$ cat config.mk
export PLATFORM = sky130hd
export DESIGN_NAME = fifo_rd_unpack_flat
export DESIGN_NICKNAME = d
export VERILOG_FILES = /design/src/rtl/fifo_rd_unpack_if.sv /design/src/rtl/fifo_rd_unpack.sv /design/src/flat_wrapper.sv
export SDC_FILE = /design/constraint.sdc
export NUM_CORES = 1
export LEC_CHECK = 0
export BUFFER_PORTS_ARGS = -buffer_cell sky130_fd_sc_hd__buf_2
export CORE_MARGIN = 5
export CORE_UTILIZATION = 45
export CTS_CLUSTER_SIZE = 12
export DETAILED_ROUTE_END_ITERATION = 10
export GPL_TIMING_DRIVEN = 0
export PLACE_DENSITY_LB_ADDON = 0.2
export SLEW_MARGIN = 0
export SYNTH_ARGS = -nofsm -noshare
export SYNTH_HDL_FRONTEND = slang
export SYNTH_SLANG_ARGS = --single-unit
$ cat constraint.sdc
create_clock -name clk -period 1.55 [get_ports clk]
set_input_delay 0.155 -clock clk [delete_from_list [all_inputs] [get_ports clk]]
set_output_delay 0.155 -clock clk [all_outputs]
set_load 0.02 [all_outputs]
$ cat src/rtl/fifo_rd_unpack_if.sv
// Handshake bundle between a FIFO read port, the unpacker, and the narrow beat sink.
// The master modport is the unpacker side; the slave modport is the surrounding environment.
interface fifo_rd_unpack_if #(
    parameter int DW = 32,
    parameter int OW = 8
);
    logic          r_req;
    logic          unempty;
    logic [DW-1:0] data_i;
    logic          o_valid;
    logic          o_ready;
    logic [OW-1:0] o_data;
    logic          o_last;
    logic          flush;
    logic          busy;

    modport master (
        output r_req,
        input  unempty,
        input  data_i,
        output o_valid,
        input  o_ready,
        output o_data,
        output o_last,
        input  flush,
        output busy
    );

    modport slave (
        input  r_req,
        output unempty,
        output data_i,
        input  o_valid,
        output o_ready,
        input  o_data,
        input  o_last,
        output flush,
        input  busy
    );
endinterface

$ cat src/rtl/fifo_rd_unpack.sv
// Reads DW-bit words from a show-ahead FIFO and emits them as DW/OW beats of OW bits,
// prefetching the next word on the last beat so consecutive words stream without bubbles.
module fifo_rd_unpack #(
    parameter int DW        = 32,
    parameter int OW        = 8,
    parameter int LSB_FIRST = 1
) (
    input  logic              clk,
    input  logic              rst,
    fifo_rd_unpack_if.master  bus
);
    localparam int NB = DW / OW;
    localparam int CW = (NB > 1) ? $clog2(NB) : 1;

    typedef enum logic {
        EMPTY = 1'b0,
        HOLD  = 1'b1
    } state_e;

    state_e                held_r, held_d;
    logic [CW-1:0]         cnt_r, cnt_d;
    logic [DW-1:0]         wd_r, wd_d;

    logic                  valid;
    logic                  last;
    logic                  xfer;
    logic                  req;
    logic                  pop;
    logic [CW-1:0]         beat_idx;
    logic [NB-1:0][OW-1:0] beats;

    assign beats = wd_r;

    // State register.
    always_ff @(posedge clk or negedge rst) begin
        if (!rst) begin
            // NOTE: the word register is reset too, because o_data must read zero while in reset.
            held_r <= EMPTY;
            cnt_r  <= '0;
            wd_r   <= '0;
        end else begin
            // NOTE: non-blocking assignments so every register samples pre-edge values.
            held_r <= held_d;
            cnt_r  <= cnt_d;
            wd_r   <= wd_d;
        end
    end

    // Next-state logic; flush overrides everything and leaves the word itself untouched.
    always_comb begin
        // NOTE: hold-by-default assignments keep this block free of inferred latches.
        held_d = held_r;
        cnt_d  = cnt_r;
        wd_d   = wd_r;
        if (bus.flush) begin
            held_d = EMPTY;
            cnt_d  = '0;
        end else if (pop) begin
            held_d = HOLD;
            cnt_d  = '0;
            wd_d   = bus.data_i;
        end else if (xfer) begin
            if (last) begin
                held_d = EMPTY;
                cnt_d  = '0;
            end else begin
                cnt_d = cnt_r + 1'b1;
            end
        end
    end

    // Output logic; the read request prefetches while the final beat is being accepted.
    always_comb begin
        valid    = (held_r == HOLD) & ~bus.flush;
        last     = (cnt_r == CW'(NB - 1));
        xfer     = valid & bus.o_ready;
        req      = ~bus.flush & ((held_r == EMPTY) | (xfer & last));
        pop      = req & bus.unempty;
        beat_idx = (LSB_FIRST != 0) ? cnt_r : (CW'(NB - 1) - cnt_r);

        bus.r_req   = req;
        bus.o_valid = valid;
        bus.o_last  = last;
        bus.o_data  = beats[beat_idx];
        bus.busy    = (held_r == HOLD);
    end
endmodule

$ cat src/flat_wrapper.sv
// flat-port wrapper written by rule: the top's interface ports become plain ports
module fifo_rd_unpack_flat 
#(
    parameter int DW        = 32,
    parameter int OW        = 8,
    parameter int LSB_FIRST = 1
)
  (clk, rst, bus_r_req, bus_unempty, bus_data_i, bus_o_valid, bus_o_ready, bus_o_data, bus_o_last, bus_flush, bus_busy);
  fifo_rd_unpack_if #(.DW(DW), .OW(OW)) bus_i ();
  input  logic clk;
  input  logic rst;
  output wire logic [$bits(bus_i.r_req)-1:0] bus_r_req;
  input wire logic [$bits(bus_i.unempty)-1:0] bus_unempty;
  input wire logic [$bits(bus_i.data_i)-1:0] bus_data_i;
  output wire logic [$bits(bus_i.o_valid)-1:0] bus_o_valid;
  input wire logic [$bits(bus_i.o_ready)-1:0] bus_o_ready;
  output wire logic [$bits(bus_i.o_data)-1:0] bus_o_data;
  output wire logic [$bits(bus_i.o_last)-1:0] bus_o_last;
  input wire logic [$bits(bus_i.flush)-1:0] bus_flush;
  output wire logic [$bits(bus_i.busy)-1:0] bus_busy;
  assign bus_r_req = bus_i.r_req;
  assign bus_i.unempty = bus_unempty;
  assign bus_i.data_i = bus_data_i;
  assign bus_o_valid = bus_i.o_valid;
  assign bus_i.o_ready = bus_o_ready;
  assign bus_o_data = bus_i.o_data;
  assign bus_o_last = bus_i.o_last;
  assign bus_i.flush = bus_flush;
  assign bus_busy = bus_i.busy;
  fifo_rd_unpack #(.DW(DW), .OW(OW), .LSB_FIRST(LSB_FIRST)) u_core (.clk(clk), .rst(rst), .bus(bus_i));
endmodule
== Word-level counts from Yosys, hierarchy flattened ==
Cells that the tools add are included.
W data, S select, Z words.

* $add $sub $neg: 1
* Multiply operators: 0
* Div/mod/pow operators: 0
* Magnitude comparators: 1
* Equality and inequality tests: 1
* Shift operators: 0
* Muxes and demuxes: 10
* Bitwise operators: 8
* Reduce and logical (&&, ||, !) cells: 4

{| class="wikitable"
|+ Operators by type and width
! kind !! count
|-
| $bmux W8 S2 || 1
|-
| $mux W2 || 4
|-
| $mux W8 || 1
|-
| $reduce_bool A3 Y1 || 2
|-
| $and A1 B1 Y1 || 5
|-
| $mux W1 || 4
|-
| $reduce_and A2 Y1 || 2
|-
| $lt A2 B3 Y1 const B || 1
|-
| $add A2 B1 Y2 const B || 1
|-
| $eq A2 B2 Y1 const B || 1
|-
| $not A1 Y1 || 2
|-
| $or A1 B1 Y1 || 1
|}

* Bits in registers: 35
* Bits in latches: 0
* RAM bits: 0
* ROM bits: 0
* Bits of input ports: 37
* Output and inout port bits: 12
* Word-level logic and storage cells: 28
* Memories kept: 0

== Logic depth before layout (Yosys ltp) ==
* Depth after elaboration: 9
* Gate-level depth with buffers: 5
* Gate-level depth less buffers: 4

== Worst setup path before layout ==
OpenSTA, ideal clock, no wires.

* Path kind: flip-flop to flip-flop
* Start point: reg u_core.cnt_r[0] (netlist: u_core.beat_idx[0])
* End point: reg u_core.wd_r[0] (netlist: u_core.beats[0])
* Setup time: 125 ps
* Arrival time: 1566 ps
* Data required time: 1425 ps
* Slack: -140 ps
* Cell stages (with the launch flop): 6
* Buffers on the path: 1
* Period minus slack after synthesis: 1690 ps
* Path through: dfrtp_1 ha_1 a21boi_4 nor3b_4 buf_6 mux2_2

* Word-level cells in the longest chain between the ends: 6

{| class="wikitable"
|+ RTL lines
! what !! RTL line !! text
|-
| start, declared || fifo_rd_unpack.sv:21 || <nowiki>logic [CW-1:0] cnt_r, cnt_d;</nowiki>
|-
| start signal, assigned || fifo_rd_unpack.sv:44 || <nowiki>cnt_r <= cnt_d;</nowiki>
|-
| $eq A2 B2 Y1 || fifo_rd_unpack.sv:75 || <nowiki>last = (cnt_r == CW'(NB - 1));</nowiki>
|-
| named net bus_o_last || flat_wrapper.sv:18 || <nowiki>output wire logic [$bits(bus_i.o_last)-1:0] bus_o_last;</nowiki>
|-
| $and A1 B1 Y1 || fifo_rd_unpack.sv:77 || <nowiki>req = ~bus.flush & ((held_r == EMPTY) | (xfer & last));</nowiki>
|-
| $or A1 B1 Y1 || fifo_rd_unpack.sv:77 ||
|-
| $and A1 B1 Y1 || fifo_rd_unpack.sv:77 ||
|-
| $and A1 B1 Y1 || fifo_rd_unpack.sv:78 || <nowiki>pop = req & bus.unempty;</nowiki>
|-
| $reduce_and A2 Y1 (no source line) || - ||
|-
| end signal, assigned || fifo_rd_unpack.sv:45 || <nowiki>wd_r <= wd_d;</nowiki>
|-
| end, declared || fifo_rd_unpack.sv:22 || <nowiki>logic [DW-1:0] wd_r, wd_d;</nowiki>
|}

The timed path passes the listed nets, and every way through them passes these cells.
A chain may end at the register's enable or synchronous reset.

== Worst setup path after layout ==
* Start point: reg u_core.cnt_r[0] (netlist: u_core.beat_idx[0])
* End point: out bus_o_data[5]

* Word-level cells in the longest chain between the ends: 2

{| class="wikitable"
|+ RTL lines
! what !! RTL line !! text
|-
| $bmux W8 S2 || fifo_rd_unpack.sv:84 || <nowiki>bus.o_data = beats[beat_idx];</nowiki>
|-
| $mux W8 (implied by the code) || fifo_rd_unpack.sv:84 ||
|-
| end, declared || flat_wrapper.sv:17 || <nowiki>output wire logic [$bits(bus_i.o_data)-1:0] bus_o_data;</nowiki>
|}

Every way passes these cells. The select of a mux whose other input is x is not followed.

==> run metrics <==
Post-Synth Adder-Cell Area 0.7949%; Layout area overhead 37.84%; synthesized instance count 95; number of diodes 0; failing checks negative setup slack; Worst setup SP type register; initial antenna violation count 0; clock-pin transition on the worst setup and hold timing paths 100 ps; largest family of logic cells by synthesized area multiplexers; Multi-input gate area 668.1 um2; num ports 49; Clk pwr share 24.0%; first-pass GRT wire length 5568 um; CP Class register to primary output; placed instance area 1886 um2; Max rail drop VDD 0.6581 mV; CP delay by family, top multiplexers; CP Cell Sequence buf_8 > mux4_2 > buf_6; register area share after synthesis 55.64%; CTS Sinks 35; DP HPWL 2345 um; r2r setup slk -180 ps; Root Buffer clkbuf_4; worst-case clock skew 3.877 ps; synth unique cells 18; Reg-to-Reg End u_core.beats[12]; P_int 1713 uW; TritonCTS Buffers 5; leak pwr 0.0009766 uW; Post-Synth Simple-Gate Area 4.372%; mux cell area share after synthesis 34.98%; CTS tree built; worst setup margin -201.7 ps; setup slack at placement -124.3 ps; die area 4780 um2; Net Switching 598.3 uW; register area 878.3 um2; Worst-Skew Late Latency 330 ps; buffer and inverter count on the worst path 2; Worst Hold Endpoint u_core.beats[7]; fill cell count 280; DR WL/cell 16.46 um; switching share of total power 25.88%; height of the chip 69.14 um; final setup fails 41; Starting DRT DRC Count 9; syn_area_per_cell 16.57 um2; Rows 21; Die Wd 69.14 um; Yosys reg bits 35; slowest CP cell mux4_2; Tmin final 1752 ps; CP Depth 3; Worst Hold Class input port to register; measured slew at the worst slew-check pin 766.4 ps; Critical Path RT 1390 ps; Port-buffer cells 48; CP endpoint kind primary output; R2R Path Start u_core.beat_idx[0]; status complete, but fails checks; sequential power share 50.1%; Max-cap violations 0; Max Buffers Root-to-Sink 2; WHS Path Cells 2; Mapped Nets 133; vias in the first global route 1,156; crit share post-route 113.0%; First-pass DRT Iterations 4; Final nets 198; relative slew slack 48.91%; Global Route Usage Sum 15.27%; Vias/cell 5.043; Logic pwr share 25.9%; slowest stage delay, CP 530 ps; Final Hold Viols 0; fmax 0.5709 GHz; unrepaired setup endpoints after global routing true; Remaining DRCs 0; gr ovfl total 0; ANT nets after route 0; Slew Limit Fails 0; Max FO, Critical Path 5; Power Dens Cells 1065 nW/um2; synthesized area 1574 um2; RD Place Congestion 0.7140; YS warnings 0; layout cells sized above 1 70.81%; critical path data arrival time 1600 ps; FF-to-FF path depth 7; Total Routed Length 3408 um; Synth Area in Compound Gates 1.510%; via count 1,044; post-synthesis xor/xnor area fraction 0%; hold_sp bus_data_i[7]; htree depth 2; initial core utilization 46.80%; largest net degree at the start of global routing 36; post-route cell area 2170 um2; Placeable Area 3363 um2
[kinds of logic (layout without fill, tap and decap cells)]
kind of cell / after synthesis / after routing
AOI/OAI and AO/OA: 2 / 2
adders and majority gates: 1 / 1
buffers and inverters: 5 / 71
DFF: 35 / 35
muxes: 41 / 41
and+or+nand+nor: 11 / 11
[synth_stat cells, drive strengths merged]
master,n,area share (%)
a21oi,1,0.32
nor2b,2,0.79
nand3,1,0.32
nand2,1,0.24
buf,4,2.5
nor3b,1,1.2
nor3,1,0.32
mux2,32,23
ha,1,0.79
nand2b,1,0.40
a21boi,1,1.2
or3,1,0.40
nor2,3,0.72
dfrtp,35,56
clkbuf,1,0.24
mux4,8,11
mux2i,1,0.64
[routing by layer]
| layer | GRT usage (%) | vias up | share of wire, % |
|---|---|---|---|
| li1 | - | 483 | - |
| met1 | 16.62 | 516 | 39 |
| met2 | 24.68 | 41 | 51 |
| met3 | 7.994 | 4 | 8.9 |
| met4 | 6.725 | 0 | 1.1 |
| met5 | 0 | - | 0 |
[how the worst max path moves through the flow]
stage                  startpoint          endpoint  slack (ps)
5_1_grt        u_core.beat_idx[0]     bus_o_data[5]        -290
6_report       u_core.beat_idx[0]     bus_o_data[5]        -200
4_1_cts        u_core.beat_idx[0]     bus_o_data[5]        -250
3_5_place_dp   u_core.beat_idx[0]   u_core.beats[6]        -120
2_1_floorplan  u_core.beat_idx[0]   u_core.beats[0]         -20
3_3_place_gp   u_core.beat_idx[0]  u_core.beats[12]         -80
[cells in the final DEF (no fill, tap or decap), types with 2 or more instances in the layout]
master	n
clkbuf_4	5
buf_8	2
mux2_2	32
mux4_2	8
clkbuf_8	2
clkbuf_16	3
nor2_1	3
dfrtp_1	33
dfrtp_2	2
buf_4	5
nor2b_1	2
buf_2	39
buf_6	11
[per-stage QoR]
step / cells / total power [uW] / utilization, % / hold slack (ps) / setup TNS (ps)
after detailed placement: 189 / 1671 / 56.06 / 277.0 / -3634
final: 207 / 2312 / 64.51 / 48.57 / -6655
after floorplan: 95 / 1490 / - / -140.6 / -709.0
after global placement: 189 / 1635 / 56.06 / 257.4 / -2491
after global routing: 207 / 2444 / 64.51 / 20.50 / -9388
after CTS: 205 / 2333 / 63.02 / 23.56 / -7217
[state kept, by name (all words and copies together), names as in the netlist]
signal           cells
u_core.bus.busy      1
u_core.beat_idx      2
u_core.beats        32
[power groups by stage]
| stage | logic, uW | registers, uW | clock network (uW) |
|---|---|---|---|
| floorplan | 342 | 1150 | 0 |
| finish | 600 | 1160 | 554 |
| CTS | 593 | 1160 | 582 |
| global placement | 475 | 1160 | 0 |
| global route | 645 | 1180 | 620 |
| detailed placement | 494 | 1180 | 0 |
[repair_timing]
item	CTS	global route
endpoints found under the hold margin	35	0
hold buffers	1	0
setup endpoints to repair	38	41
gates cloned	2	2
buffers inserted	5	0
resized for setup	28	2
pin swaps	1	0
[final cells by class]
class | instances | area share (%)
multi-input combinational | 55 | 30.80
tap | 46 | 2.653
sequential | 35 | 40.48
timing repair buffer | 58 | 19.84
buffer | 5 | 3.057
clock buffer | 8 | 3.172
Note: power is estimated with default switching activity, not from simulation.
